## config.mk

```make
export PLATFORM = sky130hd
export DESIGN_NAME = dr_mem_sequencer
export DESIGN_NICKNAME = d
export VERILOG_FILES = /design/src/rtl/dr_mem_sequencer_pkg.sv /design/src/rtl/dr_mem_sequencer_rr_arb2.sv /design/src/rtl/dr_mem_sequencer.sv
export SDC_FILE = /design/constraint.sdc
export NUM_CORES = 1
export LEC_CHECK = 0
export BUFFER_PORTS_ARGS = -buffer_cell sky130_fd_sc_hd__buf_2
export CAP_MARGIN = 10
export CORE_MARGIN = 2
export CORE_UTILIZATION = 40
export DETAILED_ROUTE_END_ITERATION = 7
export PLACE_DENSITY_LB_ADDON = 0.3
export SYNTH_ARGS = -nofsm -noshare
export SYNTH_HDL_FRONTEND = slang
export SYNTH_SLANG_ARGS = --single-unit
```

## constraint.sdc

```tcl
create_clock -name clk -period 3.16 [get_ports clk]
set_input_delay 0.79 -clock clk [delete_from_list [all_inputs] [get_ports clk]]
set_output_delay 0.79 -clock clk [all_outputs]
set_load 0.05 [all_outputs]
```

## src/rtl/dr_mem_sequencer_pkg.sv

```systemverilog
// Shared types and encodings for the DR / data-memory transfer sequencer.
package dr_mem_sequencer_pkg;

  // Sequencer states; IDLE must stay at encoding 0 so reset lands there.
  typedef enum logic [2:0] {
    ST_IDLE   = 3'd0,
    ST_WR_DR  = 3'd1,
    ST_MEM_WR = 3'd2,
    ST_MEM_RD = 3'd3,
    ST_LATCH  = 3'd4,
    ST_OUT    = 3'd5,
    ST_DONE   = 3'd6
  } state_e;

  // Operation codes carried on op_cu / op_ld.
  localparam logic OP_LOAD  = 1'b0;
  localparam logic OP_STORE = 1'b1;

  // Owner encoding; also the arbiter request/grant bit index and bus_sel value.
  localparam logic OWN_CU = 1'b0;
  localparam logic OWN_LD = 1'b1;

endpackage

```

## src/rtl/dr_mem_sequencer_rr_arb2.sv

```systemverilog
// Two-way round-robin arbiter. Grant is combinational from req and the
// remembered last winner; last winner only moves when the caller advances.
module rr_arb2
  import dr_mem_sequencer_pkg::*;
(
  input  logic       clk,
  input  logic       rst_n,
  input  logic [1:0] req_i,
  input  logic       advance_i,
  output logic [1:0] gnt_o
);

  logic last_gnt_q;

  // Pick the single requester, or on contention the one that did not win last.
  always_comb begin
    gnt_o = 2'b00;
    unique case (req_i)
      2'b01:   gnt_o = 2'b01;
      2'b10:   gnt_o = 2'b10;
      2'b11:   gnt_o = (last_gnt_q == OWN_LD) ? 2'b01 : 2'b10;
      default: gnt_o = 2'b00;
    endcase
  end

  // Remember the winner of each accepted grant; ld is "last" out of reset so cu wins first.
  always_ff @(posedge clk or negedge rst_n) begin
    if (!rst_n) begin
      last_gnt_q <= OWN_LD;
    end else if (advance_i && (gnt_o != 2'b00)) begin
      last_gnt_q <= gnt_o[1];
    end
  end

endmodule

```

## src/rtl/dr_mem_sequencer.sv

```systemverilog
// Sequences DR <-> data memory transfers for two requesters (cu, ld).
// One transaction in flight; all outputs are registers decoded from the
// next state, so nothing combinational runs from req/op/addr to an output.
module dr_mem_sequencer
  import dr_mem_sequencer_pkg::*;
#(
  parameter int ADDR_W  = 16,
  parameter int MEM_LAT = 2
) (
  input  logic              clk,
  input  logic              rst_n,
  input  logic              req_cu,
  input  logic              op_cu,
  input  logic [ADDR_W-1:0] addr_cu,
  input  logic              req_ld,
  input  logic              op_ld,
  input  logic [ADDR_W-1:0] addr_ld,
  output logic              gnt_cu,
  output logic              gnt_ld,
  output logic              done_cu,
  output logic              done_ld,
  output logic              busy,
  output logic              bus_sel,
  output logic [ADDR_W-1:0] mem_addr,
  output logic              mem_we,
  output logic              dr_write,
  output logic              dr_mem_read,
  output logic              dr_read
);

  if (MEM_LAT < 1) begin : g_bad_lat
    $error("dr_mem_sequencer: MEM_LAT must be >= 1");
  end

  localparam int              CNT_W    = $clog2(MEM_LAT + 1);
  localparam logic [CNT_W-1:0] CNT_LAST = CNT_W'(MEM_LAT - 1);

  state_e             state_q, state_d;
  logic [CNT_W-1:0]   cnt_q, cnt_d;
  logic               owner_q, owner_d;
  logic               op_q, op_d;
  logic [ADDR_W-1:0]  addr_q, addr_d;
  logic [1:0]         arb_gnt;
  logic               grant;

  // Registered outputs
  logic gnt_cu_q, gnt_ld_q, done_cu_q, done_ld_q, busy_q, bus_sel_q;
  logic mem_we_q, dr_write_q, dr_mem_read_q, dr_read_q;

  // Arbitration only takes effect while idle.
  assign grant = (state_q == ST_IDLE) && (arb_gnt != 2'b00);

  rr_arb2 u_arb (
    .clk       (clk),
    .rst_n     (rst_n),
    .req_i     ({req_ld, req_cu}),
    .advance_i (state_q == ST_IDLE),
    .gnt_o     (arb_gnt)
  );

  // Next-state, latency counter and grant-time capture of owner/op/addr.
  always_comb begin
    state_d = state_q;
    cnt_d   = cnt_q;
    owner_d = owner_q;
    op_d    = op_q;
    addr_d  = addr_q;
    unique case (state_q)
      ST_IDLE: begin
        if (grant) begin
          owner_d = arb_gnt[1];
          op_d    = arb_gnt[1] ? op_ld   : op_cu;
          addr_d  = arb_gnt[1] ? addr_ld : addr_cu;
          state_d = (op_d == OP_STORE) ? ST_WR_DR : ST_MEM_RD;
        end
      end
      ST_WR_DR:  state_d = ST_MEM_WR;
      ST_MEM_WR: begin
        if (cnt_q == CNT_LAST) state_d = ST_DONE;
        else                   cnt_d   = cnt_q + CNT_W'(1);
      end
      ST_MEM_RD: begin
        if (cnt_q == CNT_LAST) state_d = ST_LATCH;
        else                   cnt_d   = cnt_q + CNT_W'(1);
      end
      ST_LATCH:  state_d = ST_OUT;
      ST_OUT:    state_d = ST_DONE;
      ST_DONE:   state_d = ST_IDLE;
      default:   state_d = ST_IDLE;
    endcase
    // Counter restarts from zero on every state change.
    if (state_d != state_q) cnt_d = '0;
  end

  // FSM state plus Moore strobes registered from the next state.
  always_ff @(posedge clk or negedge rst_n) begin
    if (!rst_n) begin
      state_q       <= ST_IDLE;
      cnt_q         <= '0;
      owner_q       <= OWN_CU;
      op_q          <= OP_LOAD;
      addr_q        <= '0;
      gnt_cu_q      <= 1'b0;
      gnt_ld_q      <= 1'b0;
      done_cu_q     <= 1'b0;
      done_ld_q     <= 1'b0;
      busy_q        <= 1'b0;
      bus_sel_q     <= 1'b0;
      mem_we_q      <= 1'b0;
      dr_write_q    <= 1'b0;
      dr_mem_read_q <= 1'b0;
      dr_read_q     <= 1'b0;
    end else begin
      state_q       <= state_d;
      cnt_q         <= cnt_d;
      owner_q       <= owner_d;
      op_q          <= op_d;
      addr_q        <= addr_d;
      gnt_cu_q      <= (state_d != ST_IDLE) && (owner_d == OWN_CU);
      gnt_ld_q      <= (state_d != ST_IDLE) && (owner_d == OWN_LD);
      done_cu_q     <= (state_d == ST_DONE) && (owner_d == OWN_CU);
      done_ld_q     <= (state_d == ST_DONE) && (owner_d == OWN_LD);
      busy_q        <= (state_d != ST_IDLE);
      bus_sel_q     <= (state_d == ST_WR_DR) && (owner_d == OWN_LD);
      mem_we_q      <= (state_d == ST_MEM_WR);
      dr_write_q    <= (state_d == ST_WR_DR);
      dr_mem_read_q <= (state_d == ST_LATCH);
      dr_read_q     <= (state_d == ST_OUT);
    end
  end

  assign gnt_cu      = gnt_cu_q;
  assign gnt_ld      = gnt_ld_q;
  assign done_cu     = done_cu_q;
  assign done_ld     = done_ld_q;
  assign busy        = busy_q;
  assign bus_sel     = bus_sel_q;
  assign mem_addr    = addr_q;
  assign mem_we      = mem_we_q;
  assign dr_write    = dr_write_q;
  assign dr_mem_read = dr_mem_read_q;
  assign dr_read     = dr_read_q;

endmodule

```

# After elaboration in Yosys (flattened, before gate mapping)
# Cells that the tools add are included.
[word_totals] regBits=33 inputBits=38 out_inout_bits=26 elab_cells=60
[classes] n_addsub=1 eq_ne=16 muxes=14 n_bitwise=1 reduce_logical=13
[op_table] operator="one-hot mux 3 bit (6 select lines)" count=1
[op_table] operator="2-to-1 mux 16 bit" count=1
[op_table] operator="equality test 3 bit, second input constant" count=5
[op_table] operator="2-to-1 mux 2 bit" count=5
[op_table] operator="equality test 3 x 2 -> 1 bit, second input constant" count=3
[op_table] operator="2-to-1 mux 3 bit" count=3
[op_table] operator="equality test 3 x 1 -> 1 bit, second input constant" count=2
[op_table] operator="logical AND 1 bit" count=6
[op_table] operator="one-hot mux 2 bit (3 select lines)" count=1
[op_table] operator="equality test 2 x 1 -> 1 bit, second input constant" count=2
[op_table] operator="equality test 2 bit, second input constant" count=2
[op_table] operator="AND reduction 2 bit" count=2
[op_table] operator="nonzero test 2 bit" count=2
[op_table] operator="zero test 3 bit" count=1
[op_table] operator="2-to-1 mux 1 bit" count=3
[op_table] operator="!= test 3 bit" count=1
[op_table] operator="nonzero test 3 bit" count=1
[op_table] operator="adder 2 x 1 -> 2 bit, second input constant" count=1
[op_table] operator="!= test 2 x 1 -> 1 bit, second input constant" count=1
[op_table] operator="OR reduction 2 bit" count=1
[op_table] operator="inverter 1 bit" count=1

# Longest topological paths before layout
# Gate-level depths: netlist (run 1).
[depth] depth_word=9 depth_mapped=6 mapped_depth_nobuf=5

# Modules after synthesis
# From an unflattened synthesis (run 1), not the netlist that was laid out.
[hier_totals] cells_unflattened=122 area_unflattened_um2=1620.3
[by_module_without_submodules] mod="dr_mem_sequencer" instances=1 cells_per_inst=116 area_per_inst_um2=1564.0 seq_area_each_um2=800.8
[by_module_without_submodules] mod="rr_arb2" instances=1 cells_per_inst=6 area_per_inst_um2=56.3 seq_area_each_um2=26.3

# Least setup slack after synthesis (run 1)
# Ideal clock, no wire load.
[synth_path] kind="input to register" from="input req_ld" to="register addr_q[10], in the netlist mem_addr[10]" setup_time_ns=0.125 arrival_time_ns=1.723 t_required_ns=3.035 slack_ns=1.312 cell_stages=4 n_path_buf=1 path_cell_list="a21boi_2 > buf_2 > mux2_2 > mux2_2"
[synth_between] elab_chain_cells=5 elab_cells_between_ends=8 cone_classes="eq/ne (3); mux (2); reduce/logical (3)"
[synth_rtl] item="start: declaration" line="dr_mem_sequencer.sv:15" text="input logic req_ld,"
[synth_rtl] item="equality test 2 bit / equality test 2 x 1 -> 1 bit (equally long branches)" line="dr_mem_sequencer_rr_arb2.sv:18" text="unique case (req_i)"
[synth_rtl] item="one-hot mux 2 bit (3 select lines) *" line="dr_mem_sequencer_rr_arb2.sv:18"
[synth_rtl] item="nonzero test 2 bit" line="dr_mem_sequencer.sv:51" text="assign grant = (state_q == ST_IDLE) && (arb_gnt != 2'b00);"
[synth_rtl] item="logical AND 1 bit" line="dr_mem_sequencer.sv:51"
[synth_rtl] item="AND reduction 2 bit (no line)"
[synth_rtl] item="end signal: assignment" line="dr_mem_sequencer.sv:118" text="addr_q <= addr_d;"
[synth_rtl] item="end: declaration" line="dr_mem_sequencer.sv:42" text="logic [ADDR_W-1:0] addr_q, addr_d;"
# Mark *: on every way between the ends. The rest lies on a longest branch, timed or not.
# A chain may end at the register's enable or synchronous reset.

# Final worst setup path (run 1)
[layout_path] from="input req_ld" to="register addr_q[12], in the netlist mem_addr[12]"
# Same word-level chain as after synthesis.

==> metrics.log, run 1 <==
[metrics] Max-slew headroom: 53.0%
[metrics] Hold Crit Class: flop to flop
[metrics] setup TNS: 0 ps
[metrics] I/O Buffers: 63
[metrics] H-Tree Depth: 2
[metrics] Gate Count Post-Synth: 114
[metrics] buffer count from post-CTS setup fixing: 0
[metrics] met1 wire length: 1230 um
[metrics] critical path data required time: 3330 ps
[metrics] area of the core: 3740 um2
[metrics] filler-free cell count of the finished design: 227
[metrics] number of global-route vias before repair: 1097
[metrics] hold worst-path end: gnt_cu
[metrics] fin crit share: 56.7%
[metrics] total of endpoints with negative setup slack in the final report: 0
[metrics] first-pass GRT wire length: 4960 um
[metrics] number of DRC markers in iteration 0: 52
[metrics] clock root buffer: sky130_fd_sc_hd__clkbuf_8
[metrics] Antenna Nets Post-Route: 0
[metrics] final number of max-transition violations: 0
[metrics] fraction of post-synthesis cell area in the top cell type by area: 50.4%
[metrics] Hold Path Cell Cnt: 1
[metrics] number of warnings issued by yosys: 0
[metrics] combined area of all synthesized cells: 1590 um2
[metrics] Clk Latency, worst-skew pair: 280 ps
[metrics] Post-route DRC: 0
[metrics] Layout Area Growth over Synthesis: 24.9%
[metrics] TritonCTS clock tree: done
[metrics] initial antenna violation count: 0
[metrics] maximum number of pins on one net before global-route repair: 34
[metrics] Least-Margin Pin Slew: 705 ps
[metrics] first-pass iteration count of the detailed router: 4
[metrics] proportion of synthesized flip-flops having asynchronous set or reset: 100%
[metrics] kind of capture point of the worst setup path: flop
[metrics] clock net sink count: 33
[metrics] vertical die dimension: 67.1 um
[metrics] hold violation count in the final report: 0
[metrics] number of enable-type register cells in the synthesized netlist: 0
[metrics] worst hold path startpoint: owner_q
[metrics] area of the multi-input gates: 687 um2
[metrics] I/O pin total: 64
[metrics] Largest register FFs: 16
[metrics] Placed Cells incl. Taps: 219
[metrics] timing-limited maximum frequency: 558 MHz
[metrics] Lkg Pwr: 1.00 nW
[metrics] minimum setup slack among reg-to-reg paths: 1440 ps
[metrics] count of distinct cell types in the synthesized netlist: 35
[metrics] average instance area after synthesis: 13.9 um2
[metrics] met2 layer wire length in the routed design: 1580 um
[metrics] row count: 22
[metrics] total routing usage reported by global routing: 15.3%
[metrics] final wirelength: 3120 um
[metrics] total overflow reported by the global router: 0
[metrics] Reg2Reg Depth: 3
[metrics] Area contributors post-synth: sky130_fd_sc_hd__dfrtp_1, sky130_fd_sc_hd__mux2_2, sky130_fd_sc_hd__mux2_4, sky130_fd_sc_hd__buf_12, sky130_fd_sc_hd__mux2i_1
[metrics] most area-hungry cell type in the Yosys netlist: sky130_fd_sc_hd__dfrtp_1
[metrics] net count of the mapped netlist: 153
[metrics] Critical Path Fanout Max: 20
[metrics] clock-pin slew of the registers on the worst-case setup and hold paths: 70 ps
[metrics] CP Launch Type: primary input
[metrics] clock period minus worst slack: 1790 ps
[metrics] number of filler cells placed in the layout: 324
[metrics] die width: 67.1 um
[metrics] number of hold buffers added after CTS: 0
[metrics] via count of the routed design: 1126
[metrics] met3 routed WL: 257 um
[metrics] result of the run: completed
[metrics] max-capacitance violation count: 0
[metrics] Sequential cell area: 827 um2
[metrics] R2R Path End: mem_addr[10]
[metrics] critical path type: primary input to flop
[metrics] uppermost layer routed: met4
[metrics] maximum resistive drop on vdd: 0.521 mV
[metrics] n_diodes: 0
[metrics] final net count: 217
[metrics] cell area power density: 1130 nW/um2
[metrics] gpl congestion: 0.835
[metrics] share of final-layout standard cells stronger than drive strength 1: 62.6%
[metrics] arrival time of the worst setup path: 1960 ps
[metrics] Fin Clk Skew: 5.47 ps
[metrics] origin of the critical flop-to-flop path: state_q[2]
[metrics] initial standard-cell utilization of the core: 42.5%
[metrics] Num CTS Buffers: 5
[metrics] sequential-to-total area share from yosys stat: 52.0%
[metrics] commonest cells in the synthesized netlist: sky130_fd_sc_hd__dfrtp_1, sky130_fd_sc_hd__mux2_2, sky130_fd_sc_hd__mux2_4
[metrics] Gates resized, CTS repair: 0
[metrics] Avg Vias per Cell: 4.96
[metrics] HPWL after DPL: 2250 um
[metrics] maximum root-to-sink buffer count: 2
[metrics] mean routed wirelength per cell: 13.7 um
[metrics] unrepaired setup endpoints after global routing: false
[metrics] flip-flop and latch count after synthesis: 33
[metrics] cell with the most instances after synthesis: sky130_fd_sc_hd__dfrtp_1
[metrics] Most used DFF post-synth: sky130_fd_sc_hd__dfrtp_1
[metrics] overall die area: 4500 um2
[worst max-delay path, cell delays in order]
cell and delay [ps]:
sky130_fd_sc_hd__buf_2 100, sky130_fd_sc_hd__a21boi_2 150, sky130_fd_sc_hd__buf_4 280, sky130_fd_sc_hd__mux2_1 360, sky130_fd_sc_hd__mux2_2 270
[cell usage in the layout (no fill, tap or decap), types with 2 or more instances in the layout]
| cell | count |
|---|---|
| sky130_fd_sc_hd__buf_2 | 63 |
| sky130_fd_sc_hd__dfrtp_1 | 32 |
| sky130_fd_sc_hd__mux2_2 | 24 |
| sky130_fd_sc_hd__mux2_4 | 8 |
| sky130_fd_sc_hd__nor2_1 | 5 |
| sky130_fd_sc_hd__clkbuf_8 | 5 |
| sky130_fd_sc_hd__a21oi_1 | 3 |
| sky130_fd_sc_hd__mux2i_1 | 3 |
| sky130_fd_sc_hd__nand2_1 | 2 |
| sky130_fd_sc_hd__nand2b_1 | 2 |
| sky130_fd_sc_hd__and3_2 | 2 |
| sky130_fd_sc_hd__inv_1 | 2 |
| sky130_fd_sc_hd__a21o_1 | 2 |
| sky130_fd_sc_hd__nor3b_1 | 2 |
| sky130_fd_sc_hd__mux2_1 | 2 |
| sky130_fd_sc_hd__clkinv_2 | 2 |
[layer usage]
metal	up-vias	GRT usage, %
li1	532	-
met5	-	0
met4	0	5.36
met1	547	17.3
met2	42	25.7
met3	5	6.59
[cell families after synthesis]
family	count (synthesis)	synth area share [%]
adder cells (fa/ha/maj)	1	0.787
AO/OA/AOI/OAI	13	6.06
multiplexers	37	27.9
buffers and inverters	9	4.80
AND/OR/NAND/NOR	21	8.50
flip-flops	33	52.0
[report_power, final]
group | switching [W] | internal [W] | total (W)
clock | 0.000142 | 0.000152 | 0.000295
sequential | 0.000139 | 0.000613 | 0.000753
combinational | 0.000772 | 0.000424 | 0.00120
total | 0.00105 | 0.00119 | 0.00224
[worst max-delay path by stage]
stage	start	slack (ps)	endpoint	cells past startpoint
global placement	req_ld	1110	mem_addr[10]	5
finish	req_ld	1370	mem_addr[12]	5
global route	req_ld	1340	mem_addr[12]	5
detailed placement	req_ld	1060	mem_addr[10]	5
CTS	req_ld	1360	mem_addr[10]	5
floorplan	req_ld	1310	mem_addr[10]	4
[area by class of cell]
class	count	share of cell area, %
clock buffer	6	3.65
multi-input combinational	72	34.6
timing repair buffer	64	16.2
clock inverter	2	0.504
tap	48	3.02
sequential	33	41.6
inverter	2	0.378
[per-stage QoR]
step,hold WS (ps),area (um2),power (W),setup WS [ps],utilization (%)
after floorplan,423,1590,0.00175,1310,-
after global placement,445,1900,0.00193,1110,50.9
after global routing,496,1990,0.00238,1340,53.1
final,465,1990,0.00224,1370,53.1
after CTS,465,1990,0.00227,1360,53.1
after detailed placement,441,1900,0.00197,1060,50.9
Power figures use the tool's default switching activity.
==> run 2, diff against run 1 <==
- clock period: 3.16 -> 1.62 ns (I/O delays scaled with it)
==> run 2 against run 1 <==
Routed wire length increased by 0.99%. First-iteration DRC count shrank 75%. Count of clock-buffer cells in the layout up 2. Critical path depth decreased by 2. Sequential share of layout area decreased by 1.2 points. Non-clock buffer count is 5 higher. Clock skew shrank 0.78 ps. Critical path type is now flop to flop. Highest routed layer unchanged.
==> metrics.log, run 2 (same netlist as run 1, synthesis figures left out) <==
[metrics] clock-pin slew of the registers on the worst-case setup and hold paths: 60 ps (was 70 ps)
[metrics] hold violation count in the final report: 0 (unchanged)
[metrics] Power Internal: 0.00243 W (was 0.00119 W)
[metrics] cell area power density: 2200 nW/um2 (was 1130 nW/um2)
[metrics] number of DRC markers in iteration 0: 13 (was 52)
[metrics] Largest register FFs: 16 (unchanged)
[metrics] cell chain of the critical path: nor3_4 -> and2_4 -> mux2_2 (was buf_2 -> a21boi_2 -> buf_4 -> mux2_1 -> mux2_2)
[metrics] gpl congestion: 0.803 (was 0.835)
[metrics] total routing usage reported by global routing: 15.4% (was 15.3%)
[metrics] Clk Latency, worst-skew pair: 280 ps (about the same)
[metrics] row count: 22 (unchanged)
[metrics] I/O Buffers: 63 (unchanged)
[metrics] initial antenna violation count: 0 (unchanged)
[metrics] CP Launch Type: flop (was primary input)
[metrics] HPWL after DPL: 2320 um (was 2250 um)
[metrics] buffer count from post-CTS setup fixing: 0 (unchanged)
[metrics] critical path data required time: 1780 ps (was 3330 ps)
[metrics] via count of the routed design: 1122 (was 1126)
[metrics] Gate power share: 55.6% (was 53.3%)
[metrics] origin of the critical flop-to-flop path: state_q[2] (unchanged)
[metrics] Pwr Total: 0.00449 W (was 0.00224 W)
[metrics] pre-CTS setup slack: -11.3 ps (was 1060 ps)
[metrics] Fin Clk Skew: 4.69 ps (was 5.47 ps)
[metrics] P_sw: 0.00206 W (was 0.00105 W)
[metrics] timing-limited maximum frequency: 650 MHz
[metrics] Layout Area Growth over Synthesis: 28.6% (was 24.9%)
[metrics] Least-Margin Pin Slew: 467 ps (was 705 ps)
[metrics] TritonCTS clock tree: done (unchanged)
[metrics] maximum resistive drop on vdd: 1.09 mV (was 0.521 mV)
[metrics] clock root buffer: sky130_fd_sc_hd__clkbuf_8 (unchanged)
[metrics] Sequential cell area: 827 um2 (unchanged)
[metrics] Gates resized, CTS repair: 0 (unchanged)
[metrics] total of endpoints with negative setup slack in the final report: 0 (unchanged)
[metrics] total overflow reported by the global router: 0 (unchanged)
[metrics] number of buffers and inverters on the critical path: 0 (was 2)
[metrics] clock period minus worst slack: 1540 ps
[metrics] sequential power share: 30.8% (was 33.6%)
[metrics] mean routed wirelength per cell: 13.6 um (was 13.7 um)
[metrics] result of the run: completed (unchanged)
[metrics] arrival time of the worst setup path: 1700 ps (was 1960 ps)
[metrics] die width: 67.1 um (unchanged)
[metrics] Antenna Nets Post-Route: 0 (unchanged)
[metrics] kind of capture point of the worst setup path: flop (unchanged)
[metrics] commonest non-fill, non-tap cell in the layout: sky130_fd_sc_hd__buf_2 (unchanged)
[metrics] vertical die dimension: 67.1 um (unchanged)
[metrics] initial standard-cell utilization of the core: 42.5% (unchanged)
[metrics] number of global-route vias before repair: 1137 (was 1097)
[metrics] first-pass iteration count of the detailed router: 4 (unchanged)
[metrics] Avg Vias per Cell: 4.84 (was 4.96)
[metrics] n_diodes: 0 (unchanged)
[metrics] slowest cell delay on critical path: 410 ps (was 360 ps)
[metrics] Max-slew headroom: 68.6% (was 53.0%)
[metrics] Num CTS Buffers: 5 (unchanged)
[metrics] Net Sw Frac: 46.0% (was 47.0%)
[metrics] share of final-layout standard cells stronger than drive strength 1: 63.0% (was 62.6%)
[metrics] I/O pin total: 64 (unchanged)
[metrics] area of the core: 3740 um2 (unchanged)
[metrics] cell type of the slowest stage on the worst timing path: sky130_fd_sc_hd__dfrtp_1 (was sky130_fd_sc_hd__mux2_1)
[metrics] final wirelength: 3150 um (was 3120 um)
[metrics] setup TNS: 0 ps (unchanged)
[metrics] setup slack of the critical path after layout: 82.4 ps (was 1370 ps)
[metrics] max-capacitance violation count: 0 (unchanged)
[metrics] maximum number of pins on one net before global-route repair: 34 (unchanged)
[metrics] Critical Path Fanout Max: 18 (was 20)
[metrics] clock net sink count: 33 (unchanged)
[metrics] Clock power frac: 13.6% (was 13.1%)
[metrics] H-Tree Depth: 2 (unchanged)
[metrics] Lkg Pwr: 1.03 nW (was 1.00 nW)
[metrics] number of filler cells placed in the layout: 349 (was 324)
[metrics] most used cells in the layout excluding fill and tap cells: sky130_fd_sc_hd__buf_2, sky130_fd_sc_hd__dfrtp_1, sky130_fd_sc_hd__mux2_2 (unchanged)
[metrics] critical path type: flop to flop (was primary input to flop)
[metrics] fin crit share: 94.9%
[metrics] Hold Crit Class: primary input to async pin (was flop to flop)
[metrics] area of the multi-input gates: 687 um2 (unchanged)
[metrics] first-pass GRT wire length: 5010 um (was 4960 um)
[metrics] final net count: 222 (was 217)
[metrics] CP startpoint: state_q[2] (was req_ld)
[metrics] number of hold buffers added after CTS: 0 (unchanged)
[metrics] final number of max-transition violations: 0 (unchanged)
[metrics] unrepaired setup endpoints after global routing: false (unchanged)
[metrics] maximum root-to-sink buffer count: 2 (unchanged)
[metrics] kind of cell adding the most delay to the critical path: simple AND/OR/NAND/NOR gates (was multiplexers)
[metrics] Post-route DRC: 0 (unchanged)
[metrics] overall die area: 4500 um2 (unchanged)
run 2: layout make-up:
class / instances / share of cell area [%]
timing repair buffer: 69 / 18.2
multi-input combinational: 72 / 33.6
clock buffer: 8 / 4.41
inverter: 2 / 0.367
tap: 48 / 2.94
sequential: 33 / 40.5
run 2: layer usage:
layer / wire length, um / track usage, % / vias up
met5: 0 / 0 / -
met4: 21 / 5.87 / 0
met3: 258 / 6.08 / 2
met2: 1600 / 27.5 / 48
met1: 1270 / 16.2 / 529
li1: - / - / 543
run 2: per-stage QoR:
step	utilization (%)	hold slack (ps)	cell area [um2]	std cells
after floorplan	-	109	1590	114
after global placement	52.2	446	1950	224
after detailed placement	52.2	455	1950	224
after CTS	54.6	154	2040	232
after global routing	54.6	177	2040	232
final	54.6	140	2040	232
run 2: worst paths after layout:
| kind | endpoint | slack (ps) | cells after the start |
|---|---|---|---|
| min in group clk | bus_sel | 400 | 2 |
| setup reg to reg | mem_addr[14] | 80 | 3 |
| max in group asynchronous | u_arb.last_gnt_q | 1160 | 2 |
| hold / removal | gnt_ld | 140 | 2 |
| hold reg to reg | gnt_cu | 470 | 1 |
| setup / recovery | mem_addr[14] | 80 | 3 |
run 2: power by group through the flow:
stage / clock, W / sequential, W / combinational, W
2_1_floorplan: 0 / 0.00238 / 0.00104
6_report: 0.000609 / 0.00138 / 0.00250
3_3_place_gp: 0 / 0.00137 / 0.00247
5_1_grt: 0.000682 / 0.00143 / 0.00267
4_1_cts: 0.000635 / 0.00139 / 0.00253
3_5_place_dp: 0 / 0.00140 / 0.00252
run 2: worst register-to-register path: cells and delay by family, from the launching register on:
family	cells	cell delay [ps]
simple gates	2	640
mux	1	380
flops	1	410
==> run 3, diff against run 2 <==
- CORE_ASPECT_RATIO: not set -> 0.6
- MAX_ROUTING_LAYER: not set -> met4
==> run 3 against run 2 <==
Design area grew 2.4%. Critical path depth grew 1. Combinational power increased by 4%. Core utilization grew 1.3 points. Worst setup slack improved by 25 ps. Critical path type unchanged. Highest routed layer unchanged.
==> metrics.log, run 3 (same netlist as run 1, synthesis figures left out) <==
[metrics] final wirelength: 3430 um (was 3150 um)
[metrics] critical path type: flop to flop (unchanged)
[metrics] Final Cell Area: 2090 um2 (was 2040 um2)
[metrics] maximum resistive drop on vdd: 0.927 mV (was 1.09 mV)
[metrics] total routing usage reported by global routing: 16.0% (was 15.4%)
[metrics] most used cells in the layout excluding fill and tap cells: sky130_fd_sc_hd__buf_2, sky130_fd_sc_hd__dfrtp_1, sky130_fd_sc_hd__mux2_2 (unchanged)
[metrics] critical path data required time: 1780 ps (about the same)
[metrics] P_sw: 0.00213 W (was 0.00206 W)
[metrics] HPWL after DPL: 2630 um (was 2320 um)
[metrics] first-pass iteration count of the detailed router: 4 (unchanged)
[metrics] setup slack of the critical path after layout: 107 ps (was 82.4 ps)
[metrics] Num CTS Buffers: 5 (unchanged)
[metrics] final number of max-transition violations: 0 (unchanged)
[metrics] result of the run: completed (unchanged)
[metrics] arrival time of the worst setup path: 1670 ps (was 1700 ps)
[metrics] share of final-layout standard cells stronger than drive strength 1: 64.5% (was 63.0%)
[metrics] Max-slew headroom: 63.7% (was 68.6%)
[metrics] sequential power share: 29.8% (was 30.8%)
[metrics] via count of the routed design: 1145 (was 1122)
[metrics] Gate power share: 55.6% (about the same)
[metrics] hold violation count in the final report: 0 (unchanged)
[metrics] mean routed wirelength per cell: 14.7 um (was 13.6 um)
[metrics] row count: 17 (was 22)
[metrics] initial antenna violation count: 0 (unchanged)
[metrics] first-pass GRT wire length: 5090 um (was 5010 um)
[metrics] Antenna Nets Post-Route: 0 (unchanged)
[metrics] I/O Buffers: 63 (unchanged)
[metrics] setup TNS: 0 ps (unchanged)
[metrics] Avg Vias per Cell: 4.91 (was 4.84)
[metrics] unrepaired setup endpoints after global routing: false (unchanged)
[metrics] clock net sink count: 33 (unchanged)
[metrics] final net count: 224 (was 222)
[metrics] WHS: 37.9 ps (was 140 ps)
[metrics] Largest register FFs: 16 (unchanged)
[metrics] area of the core: 3740 um2 (unchanged)
[metrics] max-capacitance violation count: 0 (unchanged)
[metrics] maximum number of pins on one net before global-route repair: 19 (was 34)
[metrics] I/O pin total: 64 (unchanged)
[metrics] number of hold buffers added after CTS: 0 (unchanged)
[metrics] TritonCTS clock tree: done (unchanged)
[metrics] clock-pin slew of the registers on the worst-case setup and hold paths: 70 ps (was 60 ps)
[metrics] total overflow reported by the global router: 0 (unchanged)
[metrics] vertical die dimension: 52.8 um (was 67.1 um)
[metrics] cell area power density: 2230 nW/um2 (was 2200 nW/um2)
[metrics] H-Tree Depth: 2 (unchanged)
[metrics] die width: 85.4 um (was 67.1 um)
[metrics] fin crit share: 93.4% (was 94.9%)
[metrics] kind of capture point of the worst setup path: flop (unchanged)
[metrics] Placed Instance Area: 1950 um2 (about the same)
[metrics] Clk Latency, worst-skew pair: 280 ps (about the same)
[metrics] n_diodes: 0 (unchanged)
[metrics] clock period minus worst slack: 1510 ps (was 1540 ps)
[metrics] Critical Path Fanout Max: 8 (was 18)
[metrics] clock root buffer: sky130_fd_sc_hd__clkbuf_8 (unchanged)
[metrics] maximum root-to-sink buffer count: 2 (unchanged)
[metrics] Hold Crit Class: primary input to async pin (unchanged)
[metrics] overall die area: 4510 um2 (was 4500 um2)
[metrics] Layout Area Growth over Synthesis: 31.7% (was 28.6%)
[metrics] initial standard-cell utilization of the core: 42.5% (unchanged)
[metrics] pre-CTS setup slack: -56.7 ps (was -11.3 ps)
[metrics] total of endpoints with negative setup slack in the final report: 0 (unchanged)
[metrics] timing-limited maximum frequency: 661 MHz (was 650 MHz)
[metrics] number of DRC markers in iteration 0: 35 (was 13)
[metrics] Post-route DRC: 0 (unchanged)
[metrics] number of global-route vias before repair: 1096 (was 1137)
[metrics] Power Internal: 0.00253 W (was 0.00243 W)
[metrics] Net Sw Frac: 45.7% (was 46.0%)
[metrics] Clock power frac: 14.6% (was 13.6%)
[metrics] Least-Margin Pin Slew: 539 ps (was 467 ps)
[metrics] gpl congestion: 0.758 (was 0.803)
[metrics] Fin Clk Skew: 6.90 ps (was 4.69 ps)
[metrics] Lkg Pwr: 1.06 nW (was 1.03 nW)
[metrics] CP Launch Type: flop (unchanged)
[metrics] commonest non-fill, non-tap cell in the layout: sky130_fd_sc_hd__buf_2 (unchanged)
run 3: cell types whose count changed in the layout (fill, tap and decap cells not counted):
| cell | change |
|---|---|
| sky130_fd_sc_hd__buf_12 | +2 |
| sky130_fd_sc_hd__clkbuf_1 | -2 |
| sky130_fd_sc_hd__clkbuf_8 | +1 |
| sky130_fd_sc_hd__clkinv_2 | +1 |
run 3: final timing paths:
path                       cells after the start        from                to  slack [ps]
setup / recovery                               4  state_q[2]      mem_addr[13]         110
hold / removal                                 1       rst_n       dr_mem_read          40
setup reg to reg                               4  state_q[2]      mem_addr[13]         110
hold reg to reg                                1     owner_q            gnt_cu         450
max in group asynchronous                      2       rst_n  u_arb.last_gnt_q        1080
min in group clk                               2       op_ld           bus_sel         380
run 3: layer usage:
metal / wire, um / GRT usage, % / part of all wire, %
met1: 1500 / 18.7 / 44
met2: 1640 / 25.5 / 48
met3: 238 / 5.35 / 6.9
met4: 46 / 7.14 / 1.3
met5: 0 / - / 0
run 3: worst max-delay path, stage by stage (launching register included):
cell	delay (ps)
sky130_fd_sc_hd__dfrtp_1	410
sky130_fd_sc_hd__nor3_4	290
sky130_fd_sc_hd__and2_4	230
sky130_fd_sc_hd__buf_12	130
sky130_fd_sc_hd__mux2_2	330
run 3: metrics by stage:
step	power (W)	instances	utilization (%)
3_5_place_dp	0.00392	223	52.2
3_3_place_gp	0.00385	223	52.2
5_1_grt	0.00491	233	55.9
2_1_floorplan	0.00342	114	-
6_report	0.00466	233	55.9
4_1_cts	0.00461	231	54.9
run 3: power groups by stage:
stage | registers (W) | clock network [W] | logic [W]
after global placement | 0.00139 | 0 | 0.00246
final | 0.00139 | 0.000679 | 0.00259
after floorplan | 0.00238 | 0 | 0.00104
after detailed placement | 0.00141 | 0 | 0.00252
after global routing | 0.00144 | 0.000745 | 0.00272
after CTS | 0.00139 | 0.000691 | 0.00252
run 3: repair_timing:
item                                    in CTS  in global routing
buffers inserted                             0                  2
resized for setup                            0                  0
endpoints found under the setup margin       0                  8
run 3: final cells by class:
type                    instances  area (um2)
clock buffers                   7        96.3
fillers                       321        1650
multi-input cells              72         687
well taps                      47        58.8
flip-flops and latches         33         827
clock inverters                 1        5.00
repair buffers                 71         413
inverters                       2        7.51
